File: src/rtl/apb_cmd_master_if.sv
// apb_cmd_master_if: command/response channels plus APB3 bus of the command master
interface apb_cmd_master_if #(
    parameter int ADDR_W = 32,
    parameter int DATA_W = 32
);
    logic              cmd_valid, cmd_ready, cmd_write;
    logic [ADDR_W-1:0] cmd_addr;
    logic [DATA_W-1:0] cmd_wdata;
    logic              rsp_valid, rsp_ready, rsp_err;
    logic [DATA_W-1:0] rsp_rdata;
    logic              PSEL, PENABLE, PWRITE, PREADY, PSLVERR;
    logic [ADDR_W-1:0] PADDR;
    logic [DATA_W-1:0] PWDATA, PRDATA;
    modport master (
        input  cmd_valid, cmd_write, cmd_addr, cmd_wdata, rsp_ready, PRDATA, PREADY, PSLVERR,
        output cmd_ready, rsp_valid, rsp_rdata, rsp_err, PSEL, PENABLE, PWRITE, PADDR, PWDATA
    );
    modport slave (
        output cmd_valid, cmd_write, cmd_addr, cmd_wdata, rsp_ready, PRDATA, PREADY, PSLVERR,
        input  cmd_ready, rsp_valid, rsp_rdata, rsp_err, PSEL, PENABLE, PWRITE, PADDR, PWDATA
    );
endinterface

File: src/rtl/apb_cmd_master.sv
// apb_cmd_master: single-outstanding APB3 requester with wait states, PREADY timeout and late read capture
module apb_cmd_master #(
    parameter int ADDR_W     = 32,
    parameter int DATA_W     = 32,
    parameter int TIMEOUT    = 16,
    parameter int RDATA_LATE = 1
) (
    input logic              PCLK,
    input logic              PRESETn,
    apb_cmd_master_if.master bus
);
    localparam int CW = (TIMEOUT > 1) ? $clog2(TIMEOUT) : 1;
    typedef enum logic [2:0] {IDLE, SETUP, ACCESS, CAPTURE, RESP} state_t;
    state_t            state_q, state_d;
    logic              psel_q, psel_d, penable_q, penable_d, pwrite_q, pwrite_d;
    logic              rsp_valid_q, rsp_valid_d, rsp_err_q, rsp_err_d;
    logic [ADDR_W-1:0] paddr_q, paddr_d;
    logic [DATA_W-1:0] pwdata_q, pwdata_d, rsp_rdata_q, rsp_rdata_d;
    logic [CW-1:0]     cnt_q, cnt_d;
    logic              timed_out;
    assign timed_out = (TIMEOUT != 0) && (cnt_q == CW'(TIMEOUT - 1));
    always_comb begin
        state_d     = state_q;
        psel_d      = psel_q;
        penable_d   = penable_q;
        pwrite_d    = pwrite_q;
        paddr_d     = paddr_q;
        pwdata_d    = pwdata_q;
        rsp_valid_d = rsp_valid_q;
        rsp_err_d   = rsp_err_q;
        rsp_rdata_d = rsp_rdata_q;
        cnt_d       = cnt_q;
        case (state_q)
            IDLE: if (bus.cmd_valid) begin
                pwrite_d = bus.cmd_write;
                paddr_d  = bus.cmd_addr;
                pwdata_d = bus.cmd_wdata;
                psel_d   = 1'b1;
                state_d  = SETUP;
            end
            SETUP: begin
                penable_d = 1'b1;
                state_d   = ACCESS;
            end
            ACCESS: if (bus.PREADY) begin
                psel_d    = 1'b0;
                penable_d = 1'b0;
                rsp_err_d = bus.PSLVERR;
                if (pwrite_q || RDATA_LATE == 0) begin
                    rsp_rdata_d = pwrite_q ? '0 : bus.PRDATA;
                    rsp_valid_d = 1'b1;
                    state_d     = RESP;
                end else begin
                    state_d = CAPTURE;
                end
            end else begin
                cnt_d = cnt_q + CW'(1);
                if (timed_out) begin
                    psel_d      = 1'b0;
                    penable_d   = 1'b0;
                    rsp_err_d   = 1'b1;
                    rsp_rdata_d = '0;
                    rsp_valid_d = 1'b1;
                    state_d     = RESP;
                end
            end
            // the slave only settles PRDATA on the completing edge, so sample a cycle later
            CAPTURE: begin
                rsp_rdata_d = bus.PRDATA;
                rsp_valid_d = 1'b1;
                state_d     = RESP;
            end
            RESP: if (bus.rsp_ready) begin
                rsp_valid_d = 1'b0;
                cnt_d       = '0;
                state_d     = IDLE;
            end
            default: state_d = IDLE;
        endcase
    end
    always_ff @(posedge PCLK or negedge PRESETn) begin
        if (!PRESETn) begin
            state_q     <= IDLE;
            psel_q      <= 1'b0;
            penable_q   <= 1'b0;
            pwrite_q    <= 1'b0;
            paddr_q     <= '0;
            pwdata_q    <= '0;
            rsp_valid_q <= 1'b0;
            rsp_err_q   <= 1'b0;
            rsp_rdata_q <= '0;
            cnt_q       <= '0;
        end else begin
            state_q     <= state_d;
            psel_q      <= psel_d;
            penable_q   <= penable_d;
            pwrite_q    <= pwrite_d;
            paddr_q     <= paddr_d;
            pwdata_q    <= pwdata_d;
            rsp_valid_q <= rsp_valid_d;
            rsp_err_q   <= rsp_err_d;
            rsp_rdata_q <= rsp_rdata_d;
            cnt_q       <= cnt_d;
        end
    end
    assign bus.cmd_ready = (state_q == IDLE);
    assign bus.PSEL      = psel_q;
    assign bus.PENABLE   = penable_q;
    assign bus.PWRITE    = pwrite_q;
    assign bus.PADDR     = paddr_q;
    assign bus.PWDATA    = pwdata_q;
    assign bus.rsp_valid = rsp_valid_q;
    assign bus.rsp_err   = rsp_err_q;
    assign bus.rsp_rdata = rsp_rdata_q;
endmodule

File: src/flat_wrapper.sv
// flat-port wrapper written by rule: the top's interface ports become plain ports
module apb_cmd_master_flat 
#(
    parameter int ADDR_W     = 32,
    parameter int DATA_W     = 32,
    parameter int TIMEOUT    = 16,
    parameter int RDATA_LATE = 1
)
  (PCLK, PRESETn, bus_cmd_valid, bus_cmd_write, bus_cmd_addr, bus_cmd_wdata, bus_rsp_ready, bus_PRDATA, bus_PREADY, bus_PSLVERR, bus_cmd_ready, bus_rsp_valid, bus_rsp_rdata, bus_rsp_err, bus_PSEL, bus_PENABLE, bus_PWRITE, bus_PADDR, bus_PWDATA);
  apb_cmd_master_if #(.ADDR_W(ADDR_W), .DATA_W(DATA_W)) bus_i ();
  input logic PCLK;
  input logic PRESETn;
  input wire logic [$bits(bus_i.cmd_valid)-1:0] bus_cmd_valid;
  input wire logic [$bits(bus_i.cmd_write)-1:0] bus_cmd_write;
  input wire logic [$bits(bus_i.cmd_addr)-1:0] bus_cmd_addr;
  input wire logic [$bits(bus_i.cmd_wdata)-1:0] bus_cmd_wdata;
  input wire logic [$bits(bus_i.rsp_ready)-1:0] bus_rsp_ready;
  input wire logic [$bits(bus_i.PRDATA)-1:0] bus_PRDATA;
  input wire logic [$bits(bus_i.PREADY)-1:0] bus_PREADY;
  input wire logic [$bits(bus_i.PSLVERR)-1:0] bus_PSLVERR;
  output wire logic [$bits(bus_i.cmd_ready)-1:0] bus_cmd_ready;
  output wire logic [$bits(bus_i.rsp_valid)-1:0] bus_rsp_valid;
  output wire logic [$bits(bus_i.rsp_rdata)-1:0] bus_rsp_rdata;
  output wire logic [$bits(bus_i.rsp_err)-1:0] bus_rsp_err;
  output wire logic [$bits(bus_i.PSEL)-1:0] bus_PSEL;
  output wire logic [$bits(bus_i.PENABLE)-1:0] bus_PENABLE;
  output wire logic [$bits(bus_i.PWRITE)-1:0] bus_PWRITE;
  output wire logic [$bits(bus_i.PADDR)-1:0] bus_PADDR;
  output wire logic [$bits(bus_i.PWDATA)-1:0] bus_PWDATA;
  assign bus_i.cmd_valid = bus_cmd_valid;
  assign bus_i.cmd_write = bus_cmd_write;
  assign bus_i.cmd_addr = bus_cmd_addr;
  assign bus_i.cmd_wdata = bus_cmd_wdata;
  assign bus_i.rsp_ready = bus_rsp_ready;
  assign bus_i.PRDATA = bus_PRDATA;
  assign bus_i.PREADY = bus_PREADY;
  assign bus_i.PSLVERR = bus_PSLVERR;
  assign bus_cmd_ready = bus_i.cmd_ready;
  assign bus_rsp_valid = bus_i.rsp_valid;
  assign bus_rsp_rdata = bus_i.rsp_rdata;
  assign bus_rsp_err = bus_i.rsp_err;
  assign bus_PSEL = bus_i.PSEL;
  assign bus_PENABLE = bus_i.PENABLE;
  assign bus_PWRITE = bus_i.PWRITE;
  assign bus_PADDR = bus_i.PADDR;
  assign bus_PWDATA = bus_i.PWDATA;
  apb_cmd_master #(.ADDR_W(ADDR_W), .DATA_W(DATA_W), .TIMEOUT(TIMEOUT), .RDATA_LATE(RDATA_LATE)) u_core (.PCLK(PCLK), .PRESETn(PRESETn), .bus(bus_i));
endmodule
File: config.mk
export PLATFORM = sky130hd
export DESIGN_NAME = apb_cmd_master_flat
export DESIGN_NICKNAME = d
export VERILOG_FILES = /design/src/rtl/apb_cmd_master_if.sv /design/src/rtl/apb_cmd_master.sv /design/src/flat_wrapper.sv
export SDC_FILE = /design/constraint.sdc
export NUM_CORES = 1
export LEC_CHECK = 0
export ABC_AREA = 0
export CAP_MARGIN = 10
export CORE_MARGIN = 3
export CORE_UTILIZATION = 45
export DETAILED_ROUTE_END_ITERATION = 8
export GPL_TIMING_DRIVEN = 1
export PLACE_DENSITY = 0.9
export SYNTH_ARGS = -nofsm -noshare
export SYNTH_HDL_FRONTEND = slang
export SYNTH_SLANG_ARGS = --single-unit
File: constraint.sdc
create_clock -name PCLK -period 4.8 [get_ports PCLK]
set_input_delay 0.72 -clock PCLK [delete_from_list [all_inputs] [get_ports PCLK]]
set_output_delay 0.72 -clock PCLK [all_outputs]
set_load 0.05 [all_outputs]
==> flow_summary_export.csv <==
group,metric,value,unit
cts,cts-root-buf,"clkbuf_8",
worst_setup_path,cp_max_fo,13,
run_status,status,"finished clean",
worst_setup_path,cp.arrival,2.00,ns
cts,cts_tree,"done",
timing,slew_headroom,28.7,%
yosys,seq_area_frac_synth,60.6,%
yosys,netlist_top_cells_count,"dfrtp_1 (108), mux2_2 (45), and2_1 (33), a221o_1 (29), mux2_1 (20)",
drt,drt_iter0_markers,122,
die,start_util,47.3,%
grt,grt_start_max_net_pins,66,
timing,period_needed,2.72,ns
die,io-pin-count,205,
cts,clockBufferDepth,2,
yosys,yosys-top-cells-area,"dfrtp_1 (61%), mux2_2 (11%), a221o_1 (6.5%)",
placed_design,dpl.hpwl,8250,um
timing,fmax,0.368,GHz
placed_design,portBuffers,204,
grt,grt_pass1_vias,3492,
die,die_h,106,um
grt,grt_pass1_wl,18100,um
drt,drt_pass1_iterations,4,
timing,clock_skew,0.0143,ns
timing,slew_viol_final,0,
worst_setup_path,rrSetupSlack,2.17,ns
cells_and_area,post-route-util,71.8,%
cts,cts_sinks,108,
job,cap_violations,0,
cells_and_area,final_layout_size_suffix_gt1_share,14.9,%
yosys,avgSynthCellArea,14.5,um2
timing,worst_slack,2.08,ns
timing,fin_setup_tns,0,ns
placed_design,routabilityCongestion,0.782,
timing,fin_crit_sh,56.7,%
yosys,synth_seq_cells,108,
timing,rsz0062_at_grt,"false",
grt,grt.overflow.total,0,
die,std_cell_rows,35,
grt,grt_most_used_layer,"met2",
cells_and_area,diodes,0,
die,coreArea,9420,um2
cts,clkTransAtPathRegs,0.10,ns
placed_design,dp_slack,1.69,ns
drt,drt_wl_total,11200,um
yosys,async_flop_share,100,%
cells_and_area,final_nets,610,
yosys,synth_most_common_cell,"dfrtp_1",
grt,grtUsageMet2,34.5,%
timing,finalHoldViolations,0,
yosys,synthCells,307,
die,die_area,11100,um2
yosys,synth_nets,411,
drt,num_vias,3259,
drt,routed_via_density,5.09,
cts,cts_hold_repair.buffers,0,
yosys,synth_area,4460,um2
timing,setup_viol,0,
yosys,ys.flop_type,"dfrtp_1",
cts,clk_latency,0.36,ns
cts,cts_max_level,3,
drt,route.detailed.drc,0,
yosys,synth.largest_area_cell,"dfrtp_1",
cts,cts_made_buffers,9,
die,die_x,106,um
cts,cts_resized,0,
worst_setup_path,slowest_stage,"clkdlybuf4s50_1",
drt,antenna_left,0,
grt,track_usage,20.0,%
grt,gr-usage-met1,25.0,%
grt,antenna_found_initial,0,
yosys,yosysUniqueCellTypes,42,
worst_setup_path,worst-r2r-cell-count,4,
drt,wl_per_cell,17.5,um
worst_setup_path,crit_chain,"nor3_2 > clkdlybuf4s50_1",
timing,tightest_slew,1.07,ns
cts,postCtsSetupBuffers,0,
worst_setup_path,crit_required,4.08,ns
worst_hold_path,hold_class,"input pin to asynchronous set/reset pin",
worst_setup_path,r2r-end,"u_core.bus.PWDATA[6]",
grt,grtUsageMet3,5.33,%
worst_setup_path,r2r-start,"u_core.state_q[0]",
cells_and_area,areaGrowthSynthToFinish,51.7,%
yosys,synth_edf_count,0,
worst_setup_path,endpoint_kind,"primary output",
yosys,ys_warn_count,0,
yosys,yosysTopAreaCellShare,60.6,%
worst_setup_path,critical_path_class,"register to primary output",
worst_setup_path,worst_setup_path_start_kind,"register",
worst_setup_path,cpPeakStageDelay,0.84,ns
==> routing by layer <==
layer | vias to the layer above | share of wire, %
met5 | - | 0
met3 | 12 | 7.8
li1 | 1507 | -
met4 | 0 | 1.4
met1 | 1593 | 42
met2 | 147 | 49
==> flip-flops by register name (all words and copies together), names as in the netlist <==
| signal | flops |
|---|---|
| u_core.state_q | 3 |
| u_core.bus.rsp_err | 1 |
| u_core.bus.PWRITE | 1 |
| u_core.bus.PWDATA | 32 |
| u_core.bus.rsp_rdata | 32 |
| u_core.cnt_q | 4 |
| u_core.bus.rsp_valid | 1 |
| u_core.bus.PADDR | 32 |
| u_core.bus.PENABLE | 1 |
| u_core.bus.PSEL | 1 |
==> worst max-delay path: cells and delay by family, from the launching register on <==
family	cells	cell delay [ns]
flops	1	0.56
simple gates	1	0.25
buf+inv	1	0.84
==> how the worst max path moves through the flow <==
| stage | startpoint | end | slack [ns] | cells after the start |
|---|---|---|---|---|
| after floorplan | u_core.state_q[2] | u_core.bus.PADDR[14] | 2.64 | 6 |
| after detailed placement | bus_PREADY | u_core.bus.rsp_rdata[18] | 1.69 | 4 |
| after global placement | bus_cmd_valid | u_core.bus.PADDR[11] | 1.83 | 4 |
| after global routing | u_core.state_q[0] | bus_cmd_ready | 1.96 | 2 |
| after CTS | u_core.state_q[0] | bus_cmd_ready | 2.06 | 2 |
| final | u_core.state_q[0] | bus_cmd_ready | 2.08 | 2 |
==> layout by cell type (no fill, tap or decap), types with 3 or more instances in the layout <==
cell / count
a21oi_1: 5
a221o_1: 29
a221o_2: 3
and2_1: 32
buf_4: 3
clkbuf_8: 9
clkdlybuf4s50_1: 203
dfrtp_1: 108
inv_1: 6
inv_6: 3
mux2_1: 20
mux2_2: 45
nand2_1: 3
nor2_1: 3
==> final cells by class <==
type / count / area (um2)
well taps: 129 / 161
multi-input cells: 172 / 1560
fillers: 645 / 2660
flip-flops and latches: 108 / 2700
clock buffers: 9 / 124
inverters: 6 / 22.5
clock inverters: 7 / 73.8
repair buffers: 209 / 2110
==> through the flow <==
step	instance area, um2	std cells	hold WS (ns)
finish	6760	640	0.427
global route	6760	640	0.478
CTS	6700	637	0.465
detailed placement	6500	621	0.474
global placement	6500	621	0.466
floorplan	4460	307	0.424
==> logic make-up (layout without fill, tap and decap cells) <==
| group | count (synthesis) | count (layout) | share of synthesized area (%) |
|---|---|---|---|
| flops | 108 | 108 | 60.6 |
| xor+xnor | 1 | 1 | 0.197 |
| compound gates | 49 | 49 | 9.83 |
| simple gates | 55 | 55 | 8.09 |
| buf+inv | 27 | 231 | 4.32 |
| fa+ha+maj | 1 | 1 | 0.281 |
| mux | 66 | 66 | 16.6 |
Power is not shown: default switching activity piles up to over one toggle a cycle in this logic, so the estimate is an artifact.
